[config.mk]
export PLATFORM = sky130hd
export DESIGN_NAME = count7_pwm_ext
export DESIGN_NICKNAME = d
export VERILOG_FILES = /design/src/rtl/count7_pwm_ext_pkg.sv /design/src/rtl/count7_pwm_ext_shadow.sv /design/src/rtl/count7_pwm_ext.sv
export SDC_FILE = /design/constraint.sdc
export NUM_CORES = 1
export LEC_CHECK = 0
export ABC_AREA = 1
export CAP_MARGIN = 20
export CORE_AREA = 3 3 79 81
export DETAILED_ROUTE_END_ITERATION = 8
export DIE_AREA = 0 0 82 84
export PLACE_DENSITY = 0.7
export SLEW_MARGIN = 20
export SYNTH_ARGS = -nofsm -noshare
export SYNTH_HDL_FRONTEND = slang
export SYNTH_HIERARCHICAL = 1
export SYNTH_SLANG_ARGS = --single-unit
[constraint.sdc]
create_clock -name clock -period 2 [get_ports clock]
set_clock_uncertainty 0.2 [all_clocks]
set_input_delay 0.5 -clock clock [delete_from_list [all_inputs] [get_ports clock]]
set_output_delay 0.5 -clock clock [all_outputs]
set_load 0.02 [all_outputs]
[src/rtl/count7_pwm_ext_pkg.sv]
// Shared types and constants for the count7 PWM / prescaler stage.
// Imported by the top and by the bench.
package count7_pwm_ext_pkg;

  localparam int unsigned CNT7_WIDTH = 7;
  localparam logic [CNT7_WIDTH-1:0] CNT7_PERIOD = 7'd127;

  typedef enum logic [1:0] {
    ST_IDLE = 2'd0,
    ST_RUN  = 2'd1,
    ST_DONE = 2'd2
  } state_e;

  function automatic logic pwm_on(
    input logic [CNT7_WIDTH-1:0] cnt,
    input logic [CNT7_WIDTH-1:0] cmp
  );
    return cnt < cmp;
  endfunction

endpackage

[src/rtl/count7_pwm_ext_shadow.sv]
// Shadow/active register pair: writes go live at once when idle,
// otherwise at the next transfer; a write on a transfer wins.
module count7_pwm_ext_shadow #(
  parameter int unsigned    W    = 7,
  parameter logic [W-1:0]   INIT = '0
) (
  input  logic         clk,
  input  logic         rst_n,
  input  logic         wr_i,
  input  logic [W-1:0] data_i,
  input  logic         idle_i,
  input  logic         xfer_i,
  output logic [W-1:0] active_o,
  output logic [W-1:0] next_o
);

  logic [W-1:0] shadow_q;
  logic [W-1:0] shadow_d;
  logic [W-1:0] active_q;
  logic [W-1:0] active_d;

  always_comb begin
    shadow_d = shadow_q;
    active_d = active_q;
    if (wr_i) begin
      shadow_d = data_i;
    end
    if (wr_i && (idle_i || xfer_i)) begin
      active_d = data_i;
    end else if (xfer_i) begin
      active_d = shadow_q;
    end
  end

  always_ff @(posedge clk or negedge rst_n) begin
    if (!rst_n) begin
      shadow_q <= INIT;
      active_q <= INIT;
    end else begin
      shadow_q <= shadow_d;
      active_q <= active_d;
    end
  end

  assign active_o = active_q;
  assign next_o   = wr_i ? data_i : shadow_q;

endmodule

[src/rtl/count7_pwm_ext.sv]
// Control stage behind the 7-bit down counter: start/stop FSM,
// registered PWM, extended tc prescaler and sticky irq/ovf.
module count7_pwm_ext
  import count7_pwm_ext_pkg::*;
#(
  parameter int unsigned           EXT_WIDTH = 8,
  parameter logic [CNT7_WIDTH-1:0] CMP_INIT  = 7'd64,
  parameter logic [EXT_WIDTH-1:0]  PER_INIT  = '0,
  parameter logic                  ONE_SHOT  = 1'b0
) (
  input  logic                  clock,
  input  logic                  reset,
  input  logic                  start,
  input  logic                  stop,
  input  logic [CNT7_WIDTH-1:0] cnt_in,
  input  logic                  tc_in,
  output logic                  cnt_en,
  output logic                  cnt_load,
  input  logic                  cmp_wr,
  input  logic [CNT7_WIDTH-1:0] cmp_data,
  input  logic                  per_wr,
  input  logic [EXT_WIDTH-1:0]  per_data,
  input  logic                  irq_clr,
  output logic                  pwm,
  output logic                  ext_tc,
  output logic [EXT_WIDTH-1:0]  ext_cnt,
  output logic                  irq,
  output logic                  ovf,
  output logic                  busy
);

  state_e                  state_q;
  logic                    load_q;
  logic                    pwm_q;
  logic                    ext_tc_q;
  logic [EXT_WIDTH-1:0]    ext_cnt_q;
  logic                    irq_q;
  logic                    ovf_q;

  logic                    run;
  logic                    go;
  logic                    tc_hit;
  logic                    wrap;
  logic [CNT7_WIDTH-1:0]   cmp_active;
  logic [CNT7_WIDTH-1:0]   cmp_next_unused;
  logic [EXT_WIDTH-1:0]    per_active;
  logic [EXT_WIDTH-1:0]    per_next;

  assign run    = (state_q == ST_RUN);
  assign go     = !run && start;
  assign tc_hit = run && tc_in && !stop;
  assign wrap   = tc_hit && (ext_cnt_q == '0);

  count7_pwm_ext_shadow #(
    .W    (CNT7_WIDTH),
    .INIT (CMP_INIT)
  ) u_cmp (
    .clk      (clock),
    .rst_n    (reset),
    .wr_i     (cmp_wr),
    .data_i   (cmp_data),
    .idle_i   (!run),
    .xfer_i   (wrap),
    .active_o (cmp_active),
    .next_o   (cmp_next_unused)
  );

  count7_pwm_ext_shadow #(
    .W    (EXT_WIDTH),
    .INIT (PER_INIT)
  ) u_per (
    .clk      (clock),
    .rst_n    (reset),
    .wr_i     (per_wr),
    .data_i   (per_data),
    .idle_i   (!run),
    .xfer_i   (wrap),
    .active_o (per_active),
    .next_o   (per_next)
  );

  always_ff @(posedge clock or negedge reset) begin
    if (!reset) begin
      state_q   <= ST_IDLE;
      load_q    <= 1'b0;
      pwm_q     <= 1'b0;
      ext_tc_q  <= 1'b0;
      ext_cnt_q <= '0;
      irq_q     <= 1'b0;
      ovf_q     <= 1'b0;
    end else begin
      load_q   <= go;
      ext_tc_q <= wrap;
      pwm_q    <= run && pwm_on(cnt_in, cmp_active);
      unique case (state_q)
        ST_IDLE, ST_DONE: begin
          if (start) begin
            state_q   <= ST_RUN;
            ext_cnt_q <= per_active;
          end
        end
        ST_RUN: begin
          if (stop) begin
            state_q <= ST_IDLE;
          end else if (tc_in) begin
            if (ext_cnt_q == '0) begin
              ext_cnt_q <= per_next;
              if (ONE_SHOT) begin
                state_q <= ST_DONE;
              end
            end else begin
              ext_cnt_q <= ext_cnt_q - EXT_WIDTH'(1);
            end
          end
        end
        default: state_q <= ST_IDLE;
      endcase
      // a wrap pulse beats a same-cycle clear; ovf then holds
      if (ext_tc_q) begin
        irq_q <= 1'b1;
        if (irq_q && !irq_clr) begin
          ovf_q <= 1'b1;
        end
      end else if (irq_clr) begin
        irq_q <= 1'b0;
        ovf_q <= 1'b0;
      end
    end
  end

  assign cnt_en   = run;
  assign busy     = run;
  assign cnt_load = load_q;
  assign pwm      = pwm_q;
  assign ext_tc   = ext_tc_q;
  assign ext_cnt  = ext_cnt_q;
  assign irq      = irq_q;
  assign ovf      = ovf_q;

endmodule

# Word level (Yosys, flattened, before mapping)
# Cells that the tools add are included.
# Widths: inputs -> output; s select.
[word_totals]
inputBits = 30
output_inout_bits = 15
reg_bits = 45
[op_classes]
muxes = 17
n_addsub = 1
order_cmp = 1
eq_ne = 7
n_reduce_logical = 22
[ops]
columns = ["op", "n"]
rows = [
  ["$mux 8", 7],
  ["$pmux 8 s2", 1],
  ["$mux 7", 2],
  ["$logic_and 1x1->1", 8],
  ["$logic_not 8->1", 1],
  ["$ne 2x2->1 const B", 4],
  ["$reduce_bool 2->1", 4],
  ["$sub 8x1->8 const B", 1],
  ["$lt 7x7->1", 1],
  ["$mux 1", 4],
  ["$mux 2", 2],
  ["$pmux 2 s2", 1],
  ["$reduce_and 2->1", 2],
  ["$reduce_and 4->1", 1],
  ["$logic_not 1->1", 3],
  ["$eq 2x1->1 const B", 1],
  ["$eq 2x2->1 const B", 1],
  ["$logic_not 2->1", 1],
  ["$ne 2x1->1 const B", 1],
  ["$reduce_or 2->1", 1],
  ["$logic_or 1x1->1", 1],
]

# Logic depth before layout (Yosys ltp)
[depth]
word_depth = 7
depth_mapped = 11
depth_no_buf = 10

# Modules after synthesis
# Netlist, hierarchy kept.
[by_module_without_submodules]
columns = ["module", "n_inst", "area_per_inst_um2", "cells_per_inst"]
rows = [
  ["count7_pwm_ext", 1, 1091.0, 153],
  ["count7_pwm_ext_shadow (u_per)", 1, 742.0, 81],
  ["count7_pwm_ext_shadow (u_cmp)", 1, 689.4, 72],
]

# Least setup slack after synthesis
# Ideal clock, no wire load.
[synth_timing]
kind = "reg-to-reg"
start = "register ext_cnt_q[0] (netlist: ext_cnt[0])"
end = "register u_per.active_q[5] (netlist: u_per/active_o[5])"
n_path_buf = 1
synth_period_minus_slack_ps = 1976
path_slack_ps = 24
stages_incl_launch_ff = 12
t_arrival_ps = 1708
path_cell_list = "dfrtp_1 inv_1 ha_1 nand2_2 nor2_8 inv_6 nor2_1 buf_6 inv_4 nand2_4 nand3_1 nand3_1"
[synth_between]
elab_chain_len = 5
word_cells_on_any_way = 6
cone_classes = "mux (1); reduce/logical (5)"
[synth_rtl]
columns = ["element", "line_no", "rtl"]
rows = [
  ["from (decl)", "count7_pwm_ext.sv:36", "logic [EXT_WIDTH-1:0] ext_cnt_q;"],
  ["from (signal assigned)", "count7_pwm_ext.sv:99", "ext_cnt_q <= per_active;"],
  ["from (signal assigned)", "count7_pwm_ext.sv:107", "ext_cnt_q <= per_next;"],
  ["from (signal assigned)", "count7_pwm_ext.sv:112", "ext_cnt_q <= ext_cnt_q - EXT_WIDTH'(1);"],
  ["$logic_not 8->1 *", "count7_pwm_ext.sv:52", "assign wrap = tc_hit && (ext_cnt_q == '0);"],
  ["$logic_and 1x1->1 *", "count7_pwm_ext.sv:52", ""],
  ["via wrap", "count7_pwm_ext.sv:43", "logic wrap;"],
  ["$logic_or 1x1->1", "count7_pwm_ext_shadow.sv:28", "if (wr_i && (idle_i || xfer_i)) begin"],
  ["$logic_and 1x1->1", "count7_pwm_ext_shadow.sv:28", ""],
  ["$mux 8 or $reduce_bool 2->1 (tied branches)", "-", ""],
  ["to (signal assigned)", "count7_pwm_ext_shadow.sv:41", "active_q <= active_d;"],
  ["to (decl)", "count7_pwm_ext_shadow.sv:19", "logic [W-1:0] active_q;"],
]
# The timed path passes the listed nets; every way through them passes the cells marked *.
# A chain may end at the register's enable or synchronous reset.

# Worst setup path in the final report
[layout_timing]
start = "register ovf_q (netlist: ovf)"
end = "output ovf"
[layout_rtl]
columns = ["element", "line_no", "rtl"]
rows = [
  ["from (decl)", "count7_pwm_ext.sv:38", "logic ovf_q;"],
  ["from (signal assigned)", "count7_pwm_ext.sv:90", "ovf_q <= 1'b0;"],
  ["from (signal assigned)", "count7_pwm_ext.sv:122", "ovf_q <= 1'b1;"],
  ["from (signal assigned)", "count7_pwm_ext.sv:126", "ovf_q <= 1'b0;"],
  ["to (decl)", "count7_pwm_ext.sv:28", "output logic ovf,"],
]
# No word-level cell between the ends.

==> results.tsv <==
metric	value	unit
Final Hold Viols	0	
Worst Reg-to-Reg Cells	11	
post-CTS repair timing setup buffer count	0	
Peak Freq	512	MHz
Final Critical Period	1950	ps
# clock sinks	44	
Buffers on Ports	44	
core box area	5540	um^2
hold_ws	271	ps
CP max stage delay	600	ps
Routed WL per cell	12.6	um
register area share after synthesis	43.8	%
clk root buf	clkbuf_8	
Slew @ Worst Pin	382	ps
CP max-delay cell	clkdlybuf4s50_1	
most common cell in the netlist	nand2_1	
Worst-Skew Late Latency	300	ps
vias per inst	4.94	
Worst VDD drop	494	uV
Syn Area/Cell	8.24	um^2
Crit path required time	1300	ps
clock-pin slew on the worst setup and hold paths	90	ps
largest cells by area after synthesis	dfrtp_1 (42%), nand3_1 (12%), nand2_1 (12%)	
leading area contributor after synthesis	dfrtp_1	
CP Cell Sequence	clkdlybuf4s50_1	
final WL	5.49	mm
Layout Nets	402	
Vias	2160	
Yosys reg bits	44	
Power Dens Cells	1020	nW/um^2
global-route wire length before repair	9.55	mm
startpoint types	flop	
headroom to the max-slew limit	74.5	%
Mapped Area	2520	um^2
Ant. Diodes	0	
Synth cell types	26	
share of the synthesized area in the top cell type	41.7	%
share of cells above drive strength 1	16.7	%
worst-path fanout max	2	
CTS H-Tree Depth	2	
Final HPWL DP	4.15	mm
reg2reg setup slack	140	ps
Crit Path Class	flop to output port	
Post-synth EDFFs	0	
grt ovf	0	
largest net degree at the start of global routing	42	
element type at the critical path end	output port	
CP startpoint	ovf	
YS warnings	6	
TritonCTS clock tree	done	
vias in the first global route	2041	
die height	84	um
Max Slew Vio Count	0	
Critical R2R Launch	ext_cnt[1]	
area of the multi-input gates	1160	um^2
RSZ-0062 raised after global routing	no	
Post-synth top cells	nand2_1 (78), nand3_1 (61), dfrtp_1 (42), inv_1 (27), nor2_1 (20)	
Area Growth Syn to Fin	29.1	%
Buf/Inv on CP	1	
die extent in x	82	um
setup slack after layout	45.5	ps
Filler Cells Inserted	525	
Crit path depth	1	
post-placement setup slack	-60.4	ps
prevailing post-synth register cell	dfrtp_1	
RR Endpoint	u_cmp/active_o[5]	
RD Place Congestion	0.812	
All-Layer GR Usage	17.3	%
CTS Buf Count	5	
starting DRC count in detailed routing	162	
Placed Area	3080	um^2
Mapped Nets	344	
Async SR Flop Fraction	100	%
Rows	27	
Top delay family on crit path	buffers and inverters	
Hold Crit Class	flop to flop	
synthesized instance count	306	
initial antenna violation count	0	
drt pass-1 iters	4	
Finished Cell Area	3260	um^2
# IOs	45	
maxcap violations	0	
crit path DAT	1250	ps
Seq. cell area	1100	um^2
remaining antenna violation count after routing	0	
Pleak	0.00168	uW
clk buf depth	2	
period utilization	97.7	%
initial core utilization	45.5	%
worst setup path end	ovf	
drc violations	0	
status	complete, no violations	
die area	6890	um^2
Setup Viol. Count Final	0	
==> area by class of cell <==
| class | count | area share (%) |
|---|---|---|
| inverters | 34 | 4.61 |
| flip-flops and latches | 44 | 33.9 |
| well taps | 72 | 2.77 |
| clock buffers | 5 | 2.11 |
| repair buffers | 61 | 18.1 |
| multi-input cells | 218 | 35.7 |
| clock inverters | 3 | 2.77 |
==> cells in the final DEF, fill, tap and decap left out, drive strengths merged <==
master,Yosys,layout
nor2,23,23
dlymetal6s2s,0,3
clkdlybuf4s50,0,31
nand3,72,72
bufinv,0,3
a21oi,14,14
dlygate4sd2,0,9
dlygate4sd3,0,1
clkbuf,0,5
nor3,1,1
nand3b,1,1
buf,10,17
xor2,2,2
nand2,86,86
dfstp,2,2
nand4,2,2
inv,34,34
o21ai,9,9
ha,8,8
dfrtp,42,42
==> report_power, final <==
part           total (uW)  switching (uW)  internal (uW)
Clock                 944             319            625
Sequential           1220             163           1060
Combinational        1140             662            479
==> metrics by stage <==
stage                     setup TNS (ps)  utilization, %  total power, uW  instances
after global placement              -312            55.7             2410        428
after floorplan                        0               -             1990        306
final                                  0            58.8             3310        437
after CTS                              0            58.5             3330        437
after detailed placement            -376            55.7             2430        428
after global routing                   0            58.8             3540        437
==> flip-flops by register name (all words and copies together) (netlist names) <==
signal	flops
u_cmp/active_o	7
state_q	1
u_cmp/shadow_q	7
irq	1
ext_cnt	8
ovf	1
u_per/shadow_q	8
pwm	1
u_per/active_o	8
cnt_load	1
ext_tc	1
==> worst min path at each step <==
stage / startpoint / endpoint / cells past startpoint
after detailed placement: reset / ext_cnt[1] / 1
after global routing: u_cmp/shadow_q[6] / u_cmp/shadow_q[6] / 2
final: u_cmp/shadow_q[6] / u_cmp/shadow_q[6] / 2
after CTS: u_cmp/shadow_q[6] / u_cmp/shadow_q[6] / 2
after global placement: reset / ext_cnt[1] / 1
after floorplan: reset / cnt_load / 0
==> kinds of logic after synthesis <==
logic type / share of synthesized area (%)
compound gates: 5.01
xor+xnor: 0.695
flops: 43.8
buf+inv: 10.3
fa+ha+maj: 3.97
simple gates: 36.3
==> routing by layer <==
metal / vias up / track usage, % / share of wire (%)
li1: 1109 / - / -
met1: 976 / 25.4 / 48
met2: 71 / 25.3 / 45
met3: 4 / 3.89 / 6.7
met4: 0 / 4.83 / 0.60
met5: - / 0 / 0
==> repair_timing <==
action | in CTS | in global routing
hold buffers | 1 | 0
setup endpoints to repair | 9 | 18
pin swaps | 0 | 0
gates resized for setup | 9 | 6
hold endpoints to repair | 3 | 0
Power figures use the tool's default switching activity.
